==> src/rtl/inst_loader.sv <==
// Boot-image loader: receives a big-endian byte stream (word count, payload,
// checksum) and writes it into instruction RAM as 32-bit words while holding
// the CPU off.
//
// Byte handshake: a byte transfers on a rising edge where i_byte_valid and
// o_byte_ready are both 1. i_byte_data is ignored on any other edge, and the
// source may hold i_byte_valid low for any length of time.
module inst_loader #(
  parameter int          ADDR_W    = 17,
  parameter logic [31:0] BASE_ADDR = 32'h0000_0000
) (
  input  logic        i_clk,
  input  logic        i_rst_n,      // asynchronous, active-low
  input  logic        i_start,
  input  logic        i_byte_valid,
  input  logic [7:0]  i_byte_data,
  output logic        o_byte_ready,
  output logic        o_we,
  output logic [31:0] o_waddr,
  output logic [31:0] o_wdata,
  output logic        o_busy,
  output logic        o_done,
  output logic        o_err,
  output logic        o_cpu_hold,
  output logic [2:0]  o_state       // current FSM state, for debug/checkers
);

  typedef enum logic [2:0] {
    S_IDLE = 3'd0,
    S_LEN  = 3'd1,
    S_DATA = 3'd2,
    S_CSUM = 3'd3,
    S_DONE = 3'd4,
    S_ERR  = 3'd5
  } state_t;

  // Largest legal image, in words. One bit wider than a 32-bit count so that
  // the oversize compare cannot wrap.
  localparam logic [32:0] MAX_WORDS = 33'd1 << ADDR_W;

  state_t            r_state;
  logic              r_byte_ready;
  logic              r_we;
  logic [31:0]       r_waddr;
  logic [31:0]       r_wdata;
  logic              r_busy;
  logic              r_done;
  logic              r_err;
  logic [1:0]        r_bcnt;    // byte position within the current header/word
  logic [31:0]       r_shift;   // header or payload word being assembled
  logic [7:0]        r_sum;     // running payload checksum, wraps mod 256
  logic [ADDR_W:0]   r_nwords;  // word count from the header
  logic [ADDR_W:0]   r_idx;     // index of the next word to write

  logic              w_fire;
  logic [31:0]       w_next;
  logic [ADDR_W:0]   w_idx_next;
  logic [31:0]       w_waddr;

  assign w_fire     = i_byte_valid & r_byte_ready;
  assign w_next     = {r_shift[23:0], i_byte_data};
  assign w_idx_next = r_idx + 1'b1;
  assign w_waddr    = BASE_ADDR + (32'(r_idx) << 2);

  // Loader FSM with all outputs registered.
  always_ff @(posedge i_clk or negedge i_rst_n) begin
    if (!i_rst_n) begin
      r_state      <= S_IDLE;
      r_byte_ready <= 1'b0;
      r_we         <= 1'b0;
      r_waddr      <= BASE_ADDR;
      r_wdata      <= 32'd0;
      r_busy       <= 1'b0;
      r_done       <= 1'b0;
      r_err        <= 1'b0;
      r_bcnt       <= 2'd0;
      r_shift      <= 32'd0;
      r_sum        <= 8'd0;
      r_nwords     <= '0;
      r_idx        <= '0;
    end else begin
      r_we <= 1'b0;
      case (r_state)
        S_IDLE: begin
          if (i_start) begin
            r_state      <= S_LEN;
            r_byte_ready <= 1'b1;
            r_busy       <= 1'b1;
            r_done       <= 1'b0;
            r_err        <= 1'b0;
            r_bcnt       <= 2'd0;
            r_shift      <= 32'd0;
            r_sum        <= 8'd0;
            r_idx        <= '0;
          end
        end
        S_LEN: begin
          if (w_fire) begin
            r_shift <= w_next;
            r_bcnt  <= r_bcnt + 2'd1;
            if (r_bcnt == 2'd3) begin
              r_nwords <= w_next[ADDR_W:0];
              if ({1'b0, w_next} > MAX_WORDS) begin
                r_state      <= S_ERR;
                r_byte_ready <= 1'b0;
              end else if (w_next == 32'd0) begin
                r_state <= S_CSUM;
              end else begin
                r_state <= S_DATA;
              end
            end
          end
        end
        S_DATA: begin
          // byte_ready stays high across the write cycle so bytes may stream
          // back-to-back.
          if (w_fire) begin
            r_shift <= w_next;
            r_bcnt  <= r_bcnt + 2'd1;
            r_sum   <= r_sum + i_byte_data;
            if (r_bcnt == 2'd3) begin
              r_we    <= 1'b1;
              r_wdata <= w_next;
              r_waddr <= w_waddr;
              r_idx   <= w_idx_next;
              if (w_idx_next == r_nwords) begin
                r_state <= S_CSUM;
              end
            end
          end
        end
        S_CSUM: begin
          if (w_fire) begin
            r_byte_ready <= 1'b0;
            r_state      <= (i_byte_data == r_sum) ? S_DONE : S_ERR;
          end
        end
        S_DONE: begin
          r_done  <= 1'b1;
          r_busy  <= 1'b0;
          r_state <= S_IDLE;
        end
        S_ERR: begin
          r_err   <= 1'b1;
          r_busy  <= 1'b0;
          r_state <= S_IDLE;
        end
        default: begin
          r_state      <= S_IDLE;
          r_byte_ready <= 1'b0;
          r_busy       <= 1'b0;
        end
      endcase
    end
  end

  assign o_byte_ready = r_byte_ready;
  assign o_we         = r_we;
  assign o_waddr      = r_waddr;
  assign o_wdata      = r_wdata;
  assign o_busy       = r_busy;
  assign o_done       = r_done;
  assign o_err        = r_err;
  assign o_cpu_hold   = r_busy;
  assign o_state      = r_state;

endmodule
==> config.mk <==
export PLATFORM = sky130hd
export DESIGN_NAME = inst_loader
export DESIGN_NICKNAME = d
export VERILOG_FILES = /design/src/rtl/inst_loader.sv
export SDC_FILE = /design/constraint.sdc
export NUM_CORES = 1
export LEC_CHECK = 0
export ABC_AREA = 1
export BUFFER_PORTS_ARGS = -buffer_cell sky130_fd_sc_hd__buf_2
export CAP_MARGIN = 40
export CORE_MARGIN = 5
export CORE_UTILIZATION = 30
export DETAILED_ROUTE_END_ITERATION = 6
export GPL_ROUTABILITY_DRIVEN = 0
export GPL_TIMING_DRIVEN = 0
export PLACE_DENSITY = 0.54
export SKIP_LAST_GASP = 1
export SYNTH_ARGS = -nofsm -noshare
export SYNTH_HDL_FRONTEND = slang
export SYNTH_SLANG_ARGS = --single-unit
export TNS_END_PERCENT = 50
==> constraint.sdc <==
create_clock -name i_clk -period 4.3 [get_ports i_clk]
set_input_delay 0.43 -clock i_clk [delete_from_list [all_inputs] [get_ports i_clk]]
set_output_delay 0.43 -clock i_clk [all_outputs]
set_load 0.02 [all_outputs]
==> results by group, run 1 <==
Status
  • Status: completed

GRT
  • GRT Total Usage: 14.77%
  • Vias in the first global route: 5092
  • Grt ovf: 0
  • First-pass GRT wire length: 27.41 mm
  • Largest net degree at the start of global routing: 79
  • Initial antenna violation count: 0

Worst setup path
  • CP Launch Type: flip-flop
  • Max incr delay on CP: 0.45 ns
  • CP max stage cell: dfrtp_1
  • Most used cell, CP: nand2_1
  • Crit end category: flip-flop
  • Reg2reg setup slack: 1.90 ns
  • CP required: 4.62 ns
  • Worst Path Max Fanout: 5
  • Critical path arrival: 2.71 ns
  • Worst path cell trace: ha_1 -> nand3_1 -> nor2_1 -> nand2_1 -> nand3b_1 -> nand2_1 -> nor2_1 -> nand3_1 -> nor2_1 -> nand2_1 -> nand2_2 -> nand2_1 -> nand2_1 -> nand2_1
  • Class of the most critical setup path: reg -> reg

Clocking
  • H-Tree Depth: 4
  • CTS Buf Count: 17
  • Worst-Skew Late Latency: 0.42 ns
  • Post-CTS sizing: 0
  • Clock slew at reported path FFs: 0.06 ns
  • Root Buffer: clkbuf_16
  • Post-CTS Repair Setup Buffers: 0
  • Max clock buf depth: 2
  • Clock sinks: 128
  • CTS tree: yes
  • CTS Hold Bufs: 0

STA
  • Rel. slew slack: 47.75%
  • Measured slew at the worst slew-check pin: 0.7809 ns
  • Final setup fails: 0
  • Final Skew: 0.004825 ns
  • Max Slew Vio Count: 0
  • Setup TNS: 0 ns
  • RSZ-0062 raised after global routing: false
  • Fin crit period: 2.395 ns
  • Peak Freq: 417.5 MHz
  • Hold Fails Final Rpt: 0
  • Final Cycle Share: 55.70%
  • Fin worst setup slack: 1.905 ns

Yosys
  • Main synth FF type: dfrtp_1
  • Synth Instances: 733
  • Yosys warnings: 0
  • FFs w/ async S/R, synth: 100.0%
  • Register bit count reported by yosys: 128
  • Sequential share of the synthesized area: 52.51%
  • Number of flops mapped to enable cells by yosys: 0
  • Post-synth cell types: 33
  • Synthesized area per cell: 8.321 sq um
  • Post-synth design cell area: 0.006100 sq mm

Floorplan
  • Core area: 0.02010 sq mm
  • Number of I/O pins: 85
  • Row Count: 52
  • DIE HEIGHT: 152.6 microns
  • Die Area: 0.02328 sq mm
  • Die width: 152.6 microns
  • Initial Utilization: 30.34%

Detailed routing
  • Via density: 4.589
  • First drt pass iteration count: 4
  • DR iter-0 viols: 321
  • ANT nets after route: 0
  • Vias: 5135
  • DRC: 0
  • Routed wire length: 16.63 mm
  • Routed WL per cell: 14.86 microns

Job
  • Max-cap violations: 0

Layout
  • Fin cells: 1119
  • Fin nets: 858
  • Layout Utilization: 37.47%
  • Fill cells: 2119
  • Layout cells sized above 1: 16.61%
  • Most frequent cells in the layout: 183 x nand2_1, 128 x dfrtp_1, 107 x o21ai_0, 81 x inv_1, 77 x buf_2
  • Antenna Cells: 0
  • Leading cell type in the layout, fill and taps excluded: nand2_1
  • Area delta synth->final: 23.51%

Placement
  • Placed cells: 1087
  • # port buffers: 70
  • Worst slack, placed: 1.915 ns
  • DPL Wire Length: 12.54 mm

Power
  • LEAKAGE: 3.707 nW
  • Pwr dens: 558.3 mW/mm^2
  • VDD IR max: 0.3031 mV

Hold path
  • Hold Crit Class: in -> async
-- kinds of logic after synthesis --
kind of cell	after synthesis	synth area share [%]
simple gates	328	23.82
other cells	1	0.06148
buf+inv	120	8.472
fa+ha+maj	10	2.174
xor+xnor	8	1.149
flops	128	52.51
compound gates	138	11.82
-- through the flow --
step	hold slack, ns	cell area (sq um)	power (W)
6_report	0.04722	7533	0.004206
5_1_grt	0.1147	7533	0.004469
4_1_cts	0.07846	7533	0.004249
3_5_place_dp	0.4573	6870	0.002620
3_3_place_gp	0.4597	6837	0.002611
2_1_floorplan	0.1344	6148	0.002270
-- power by group --
group / total [W] / switching [W] / internal, W
registers: 0.00158 / 0.000160 / 0.00142
clock network: 0.00161 / 0.000549 / 0.00106
logic: 0.00102 / 0.000687 / 0.000336
-- cells in the mapped netlist, types with 7 or more instances --
| cell | instances | share of area (%) |
|---|---|---|
| o21ai_0 | 107 | 8.8 |
| nand4_1 | 11 | 1.1 |
| nand3_1 | 69 | 5.7 |
| nand2_1 | 183 | 11 |
| nand3b_1 | 8 | 0.98 |
| a21oi_1 | 7 | 0.57 |
| o21ai_1 | 9 | 0.74 |
| buf_4 | 15 | 1.8 |
| inv_1 | 81 | 5.0 |
| o22ai_1 | 10 | 1.0 |
| clkbuf_1 | 14 | 0.86 |
| nor2_1 | 35 | 2.2 |
| buf_2 | 8 | 0.66 |
| dfrtp_1 | 128 | 53 |
| ha_1 | 9 | 1.8 |
-- final cells by class --
type	instances	area, sq um	area share, %
Buffer	37	205.2	2.724
Sequential cell	128	3203	42.52
Tap cell	270	337.8	4.484
Timing Repair Buffer	71	384.1	5.099
Inverter	83	311.5	4.136
Multi-Input combinational cell	498	2429	32.24
Clock buffer	19	452.9	6.012
Clock inverter	13	210.2	2.790
-- flip-flops by register name (all words and copies together) (netlist names) --
register / cells
o_busy: 1
o_byte_ready: 1
o_done: 1
o_err: 1
o_state: 3
o_waddr: 18
o_wdata: 32
o_we: 1
r_bcnt: 2
r_idx: 18
r_nwords: 18
r_shift: 24
r_sum: 8
-- path summary, 6_finish.rpt --
check	start	to	cells after the start
min in group i_clk	i_byte_data[0]	r_shift[0]	3
hold reg to reg	o_err	o_err	2
setup reg to reg	r_idx[0]	o_state[1]	14
hold / removal	i_rst_n	o_waddr[16]	1
max in group asynchronous	i_rst_n	r_sum[2]	2
setup / recovery	r_idx[0]	o_state[1]	14
-- critical path: cells and delay by family, from the launching register on --
family,cells,cell delay (ns)
flops,1,0.45
fa+ha+maj,1,0.25
simple gates,13,1.59
-- per-layer routing --
metal / GRT usage [%] / part of all wire (%) / up-vias
met5: 0 / 0 / -
met4: 5.091 / 1.7 / 0
met3: 3.266 / 3.5 / 24
met2: 23.03 / 47 / 101
met1: 20.38 / 48 / 2413
li1: - / - / 2597
No activity file was read; power rests on OpenSTA's default activity.
==> run 2, diff against run 1 <==
PLACE_DENSITY = 0.56   (was 0.54)
clock period = 2.1 ns   (was 4.3 ns; I/O delays follow)
==> run 2 against run 1 <==
  * Final area up 1.8%
  * Utilization up 0.67 points
  * Sequential cell count unchanged
  * Total power up 100%
  * Worst hold slack better by 0.050 ns
  * Sequential share of layout area down 0.73 points
  * Setup slack worse by 1.8 ns
  * Fmax up 21%
  * Clock-buffer cell count up 1
  * Register-to-register slack worse by 1.8 ns
  * First-iteration DRC count down 16%
  * Critical path depth unchanged
==> results by group, run 2 (synthesis results as in run 1) <==
Clocking
  • CTS Buf Count: 17
  • Clock slew at reported path FFs: 0.06 ns
  • Worst-Skew Late Latency: 0.42 ns
  • H-Tree Depth: 4
  • Clock sinks: 128
  • CTS tree: yes
  • Max clock buf depth: 2
  • Root Buffer: clkbuf_16

GRT
  • Largest net degree at the start of global routing: 88
  • GRT Total Usage: 14.48%
  • Initial antenna violation count: 0
  • Grt ovf: 0
  • First-pass GRT wire length: 27.10 mm
  • Vias in the first global route: 5030

Power
  • Clock Power Share: 37.1%
  • P_int: 0.005627 W
  • Total power: 0.008498 W
  • VDD IR max: 0.5801 mV
  • Sw Ratio: 33.79%
  • Net Sw Power: 0.002871 W
  • Seq pwr share: 37.9%
  • Pwr dens: 1108 mW/mm^2
  • LEAKAGE: 3.733 nW
  • Comb pwr share: 25.1%

Detailed routing
  • Vias: 5182
  • Routed WL per cell: 14.72 microns
  • DR iter-0 viols: 270
  • ANT nets after route: 0
  • Via density: 4.590
  • First drt pass iteration count: 5
  • Routed wire length: 16.62 mm
  • DRC: 0

STA
  • Fin crit period: 1.987 ns
  • Final Skew: 0.006174 ns
  • Rel. slew slack: 56.88%
  • Worst hold margin: 0.09742 ns
  • RSZ-0062 raised after global routing: true
  • Measured slew at the worst slew-check pin: 0.6468 ns
  • Max Slew Vio Count: 0
  • Final setup fails: 0
  • Final Cycle Share: 94.60%
  • Hold Fails Final Rpt: 0
  • Setup TNS: 0 ns
  • Peak Freq: 503.4 MHz

Worst setup path
  • CP Launch Point: r_idx[1]
  • Critical path arrival: 2.30 ns
  • Class of the most critical setup path: reg -> reg
  • Reg-to-Reg Start: r_idx[1]
  • CP Launch Type: flip-flop
  • Worst Path Max Fanout: 5
  • CP required: 2.41 ns
  • Crit end category: flip-flop

Layout
  • Antenna Cells: 0
  • Fin area: 0.007667 sq mm
  • Max reg flops: 32
  • Fin nets: 868
  • Leading cell type in the layout, fill and taps excluded: nand2_1
  • Layout Utilization: 38.14%
  • Layout cells sized above 1: 19.56%
  • Area delta synth->final: 25.70%
  • Most frequent cells in the layout: 177 x nand2_1, 127 x dfrtp_1, 106 x o21ai_0, 81 x inv_1, 77 x buf_2
  • Fill cells: 2080

Floorplan
  • Core area: 0.02010 sq mm
  • Number of I/O pins: 85
  • DIE HEIGHT: 152.6 microns
  • Row Count: 52
  • Initial Utilization: 30.34%
  • Die Area: 0.02328 sq mm
  • Die width: 152.6 microns

Placement
  • DPL Wire Length: 12.41 mm
  • Placed Instance Area: 0.006870 sq mm
  • # port buffers: 70

Status
  • Status: completed

Hold path
  • Hold Crit Class: in -> reg
  • Hold Startpoint: i_byte_data[0]

Job
  • Max-cap violations: 0
run 2: changes by cell type in the layout (fill, tap and decap cells not counted), moves of 2 or more:
cell / delta
buf_4: +9
nand2_1: -6
nand2_2: +6
nor2_1: -6
nor2_2: +3
nor2_4: +3
clkbuf_1: +2
clkinv_2: -2
clkinvlp_4: +2
ha_1: -2
o21ai_2: +2
run 2: worst paths after layout:
kind,endpoint,slack (ns),cells past startpoint
setup / recovery,o_state[1],0.11,14
max in group asynchronous,r_sum[0],1.06,3
hold reg to reg,o_done,0.47,2
min in group asynchronous,o_waddr[15],0.27,2
hold / removal,r_shift[0],0.1,3
setup reg to reg,o_state[1],0.11,14
run 2: routing by layer:
layer	part of all wire [%]	up-vias	GRT usage, %
li1	-	2612	-
met1	46	2462	19.32
met2	48	93	23.96
met3	4.7	15	3.721
met4	0.94	0	3.055
met5	0	-	0
run 2: timing repair:
item,CTS,global route
buffers inserted,1,8
hold buffers,1,0
setup endpoints to repair,12,74
hold endpoints to repair,41,0
gates resized for setup,9,17
pin swaps,1,7
run 2: critical path, stage by stage, from the launching register on:
cell	delay [ns]
dfrtp_1	0.43
ha_4	0.19
nand2_2	0.09
nor2_4	0.18
nand2_2	0.11
o21ai_2	0.17
nand3_1	0.08
nand2_1	0.09
nand3_1	0.09
nor2_2	0.13
nand2_2	0.09
nand2_2	0.08
nand2_1	0.06
nand2_1	0.06
nand2_1	0.04
run 2: area by class of cell:
type / count / area (sq um) / share of cell area, %
Buffer: 37 / 205.2 / 2.676
Clock buffer: 20 / 446.7 / 5.826
Clock inverter: 12 / 185.2 / 2.415
Inverter: 83 / 311.5 / 4.063
Multi-Input combinational cell: 498 / 2515 / 32.80
Sequential cell: 128 / 3204 / 41.79
Tap cell: 270 / 337.8 / 4.406
Timing Repair Buffer: 81 / 461.7 / 6.022
run 2: power by group through the flow:
stage          combinational (W)  sequential [W]  clock, W
4_1_cts                  0.00213         0.00321   0.00319
2_1_floorplan            0.00139         0.00325         0
3_5_place_dp             0.00210         0.00325         0
6_report                 0.00213         0.00322   0.00315
3_3_place_gp             0.00208         0.00325         0
5_1_grt                  0.00245         0.00328   0.00331
run 2: per-stage QoR:
step / setup slack [ns] / instances
after floorplan: 0.2647 / 746
after global placement: -1.004 / 1086
after detailed placement: -0.2383 / 1087
after CTS: -0.01872 / 1121
after global routing: -0.06020 / 1129
final: 0.1134 / 1129
==> run 3, diff against run 2 <==
CORE_MARGIN = 2   (was 5)
==> run 3 against run 2 <==
  * Total power is 0.64% lower
  * Via count is 1.2% lower
  * Clock skew is 0.0011 ns higher
  * Worst hold slack better by 0.013 ns
  * Non-clock buffer count is 1 lower
  * Combinational power hardly changed
  * Global-route usage is 1.2 points higher
  * Critical endpoint is now r_sum[6]
==> results by group, run 3 (synthesis results as in run 1) <==
Status
  • Status: completed

STA
  • Final setup fails: 0
  • Hold Fails Final Rpt: 0
  • RSZ-0062 raised after global routing: true
  • Worst hold margin: 0.1100 ns
  • Measured slew at the worst slew-check pin: 0.6496 ns
  • Fin worst setup slack: 0.09898 ns
  • Peak Freq: 499.7 MHz
  • Max Slew Vio Count: 0
  • Rel. slew slack: 56.69%
  • Final Cycle Share: 95.29%
  • Fin crit period: 2.001 ns
  • Final Skew: 0.007248 ns

Clocking
  • Root Buffer: clkbuf_16
  • Clock sinks: 128
  • Clock slew at reported path FFs: 0.06 ns
  • CTS Buf Count: 17
  • Worst-Skew Late Latency: 0.42 ns
  • CTS tree: yes
  • H-Tree Depth: 4
  • Max clock buf depth: 2

GRT
  • Vias in the first global route: 4923
  • First-pass GRT wire length: 26.33 mm
  • GRT Total Usage: 15.65%
  • Grt ovf: 0
  • Initial antenna violation count: 0
  • Largest net degree at the start of global routing: 66

Layout
  • Fin nets: 867
  • Area delta synth->final: 25.25%
  • Layout Utilization: 38.00%
  • Seq. cell area: 0.003208 sq mm
  • Leading cell type in the layout, fill and taps excluded: nand2_1
  • Max reg flops: 32
  • Most frequent cells in the layout: 177 x nand2_1, 124 x dfrtp_1, 106 x o21ai_0, 81 x inv_1, 76 x buf_2
  • Antenna Cells: 0
  • Layout cells sized above 1: 19.37%
  • Area of the multi-input gates: 0.002510 sq mm
  • Fill cells: 2090

Worst setup path
  • Class of the most critical setup path: reg -> reg
  • Crit end category: flip-flop
  • Worst Path Max Fanout: 2
  • CP Launch Type: flip-flop
  • Critical path arrival: 2.30 ns
  • CP required: 2.40 ns
  • Reg2reg setup slack: 0.1 ns

Power
  • Pwr dens: 1105 mW/mm^2
  • LEAKAGE: 3.744 nW
  • Total power: 0.008443 W
  • VDD IR max: 0.8170 mV

Floorplan
  • Number of I/O pins: 85
  • DIE HEIGHT: 146.6 microns
  • Row Count: 52
  • Core area: 0.02010 sq mm
  • Die width: 146.6 microns
  • Die Area: 0.02149 sq mm
  • Initial Utilization: 30.34%

Detailed routing
  • DR iter-0 viols: 311
  • Vias: 5122
  • ANT nets after route: 0
  • First drt pass iteration count: 5
  • Routed WL per cell: 14.65 microns
  • Routed wire length: 16.51 mm
  • DRC: 0
  • Via density: 4.545

Hold path
  • Hold Crit Class: in -> reg

Job
  • Max-cap violations: 0

Placement
  • # port buffers: 70
  • DPL Wire Length: 12.23 mm
  • Worst slack, placed: -0.2777 ns
==> run 3: cell count changes in the layout (fill, tap and decap cells not counted), moves of 2 or more <==
| cell | previous run | this run |
|---|---|---|
| clkinv_2 | 0 | 4 |
| clkinv_4 | 4 | 1 |
| dfrtp_1 | 127 | 124 |
| dfrtp_2 | 1 | 4 |
| clkinvlp_4 | 4 | 2 |
==> run 3: final timing paths <==
kind                          endpoint            from  cells past startpoint
max in group asynchronous     r_sum[3]         i_rst_n                      3
setup reg to reg              r_sum[6]        r_sum[0]                     10
min in group asynchronous  o_waddr[14]         i_rst_n                      2
hold reg to reg                  o_err           o_err                      2
setup / recovery              r_sum[6]        r_sum[0]                     10
hold / removal              r_shift[2]  i_byte_data[2]                      3
==> run 3: critical path, stage by stage (launching register included) <==
cell	delay, ns
dfrtp_1	0.39
ha_1	0.22
fa_1	0.41
a21oi_1	0.15
o21a_1	0.16
inv_1	0.05
a21oi_1	0.12
nor2_1	0.05
nor2_1	0.10
xor2_1	0.15
o21ai_0	0.09
==> run 3: what timing repair did <==
| item | 4_1_cts | 5_1_grt |
|---|---|---|
| gates resized for setup | 13 | 15 |
| endpoints found under the setup margin | 12 | 96 |
| pin swaps | 2 | 9 |
| hold endpoints to repair | 64 | 0 |
| buffers inserted | 0 | 8 |
| hold buffers | 1 | 0 |
==> run 3: final cells by class <==
cell class | count | area share [%]
inverters | 83 | 4.078
repair buffers | 80 | 5.945
multi-input cells | 498 | 32.85
flip-flops and latches | 128 | 41.99
well taps | 270 | 4.422
clock buffers | 20 | 5.847
clock inverters | 11 | 2.145
plain buffers | 37 | 2.719
==> run 3: report_power, final <==
part	switching [W]	internal, W	total [W]
clock network	0.00109	0.00200	0.00309
registers	0.000328	0.00290	0.00323
logic	0.00142	0.000706	0.00212
==> run 3: through the flow <==
step,cell area [sq um],cells,TNS (ns)
floorplan,6148,746,0
global placement,6837,1086,-129.84
detailed placement,6870,1087,-0.8338
CTS,7543,1119,-0.03555
global route,7640,1127,-0.3030
finish,7640,1127,0
==> run 3: routing by layer <==
metal / part of all wire (%) / up-vias / global-route usage [%]
met5: 0 / - / 0
met4: 0.74 / 0 / 3.155
met3: 3.7 / 10 / 3.906
met2: 47 / 92 / 25.40
met1: 48 / 2418 / 21.34
li1: - / 2602 / -
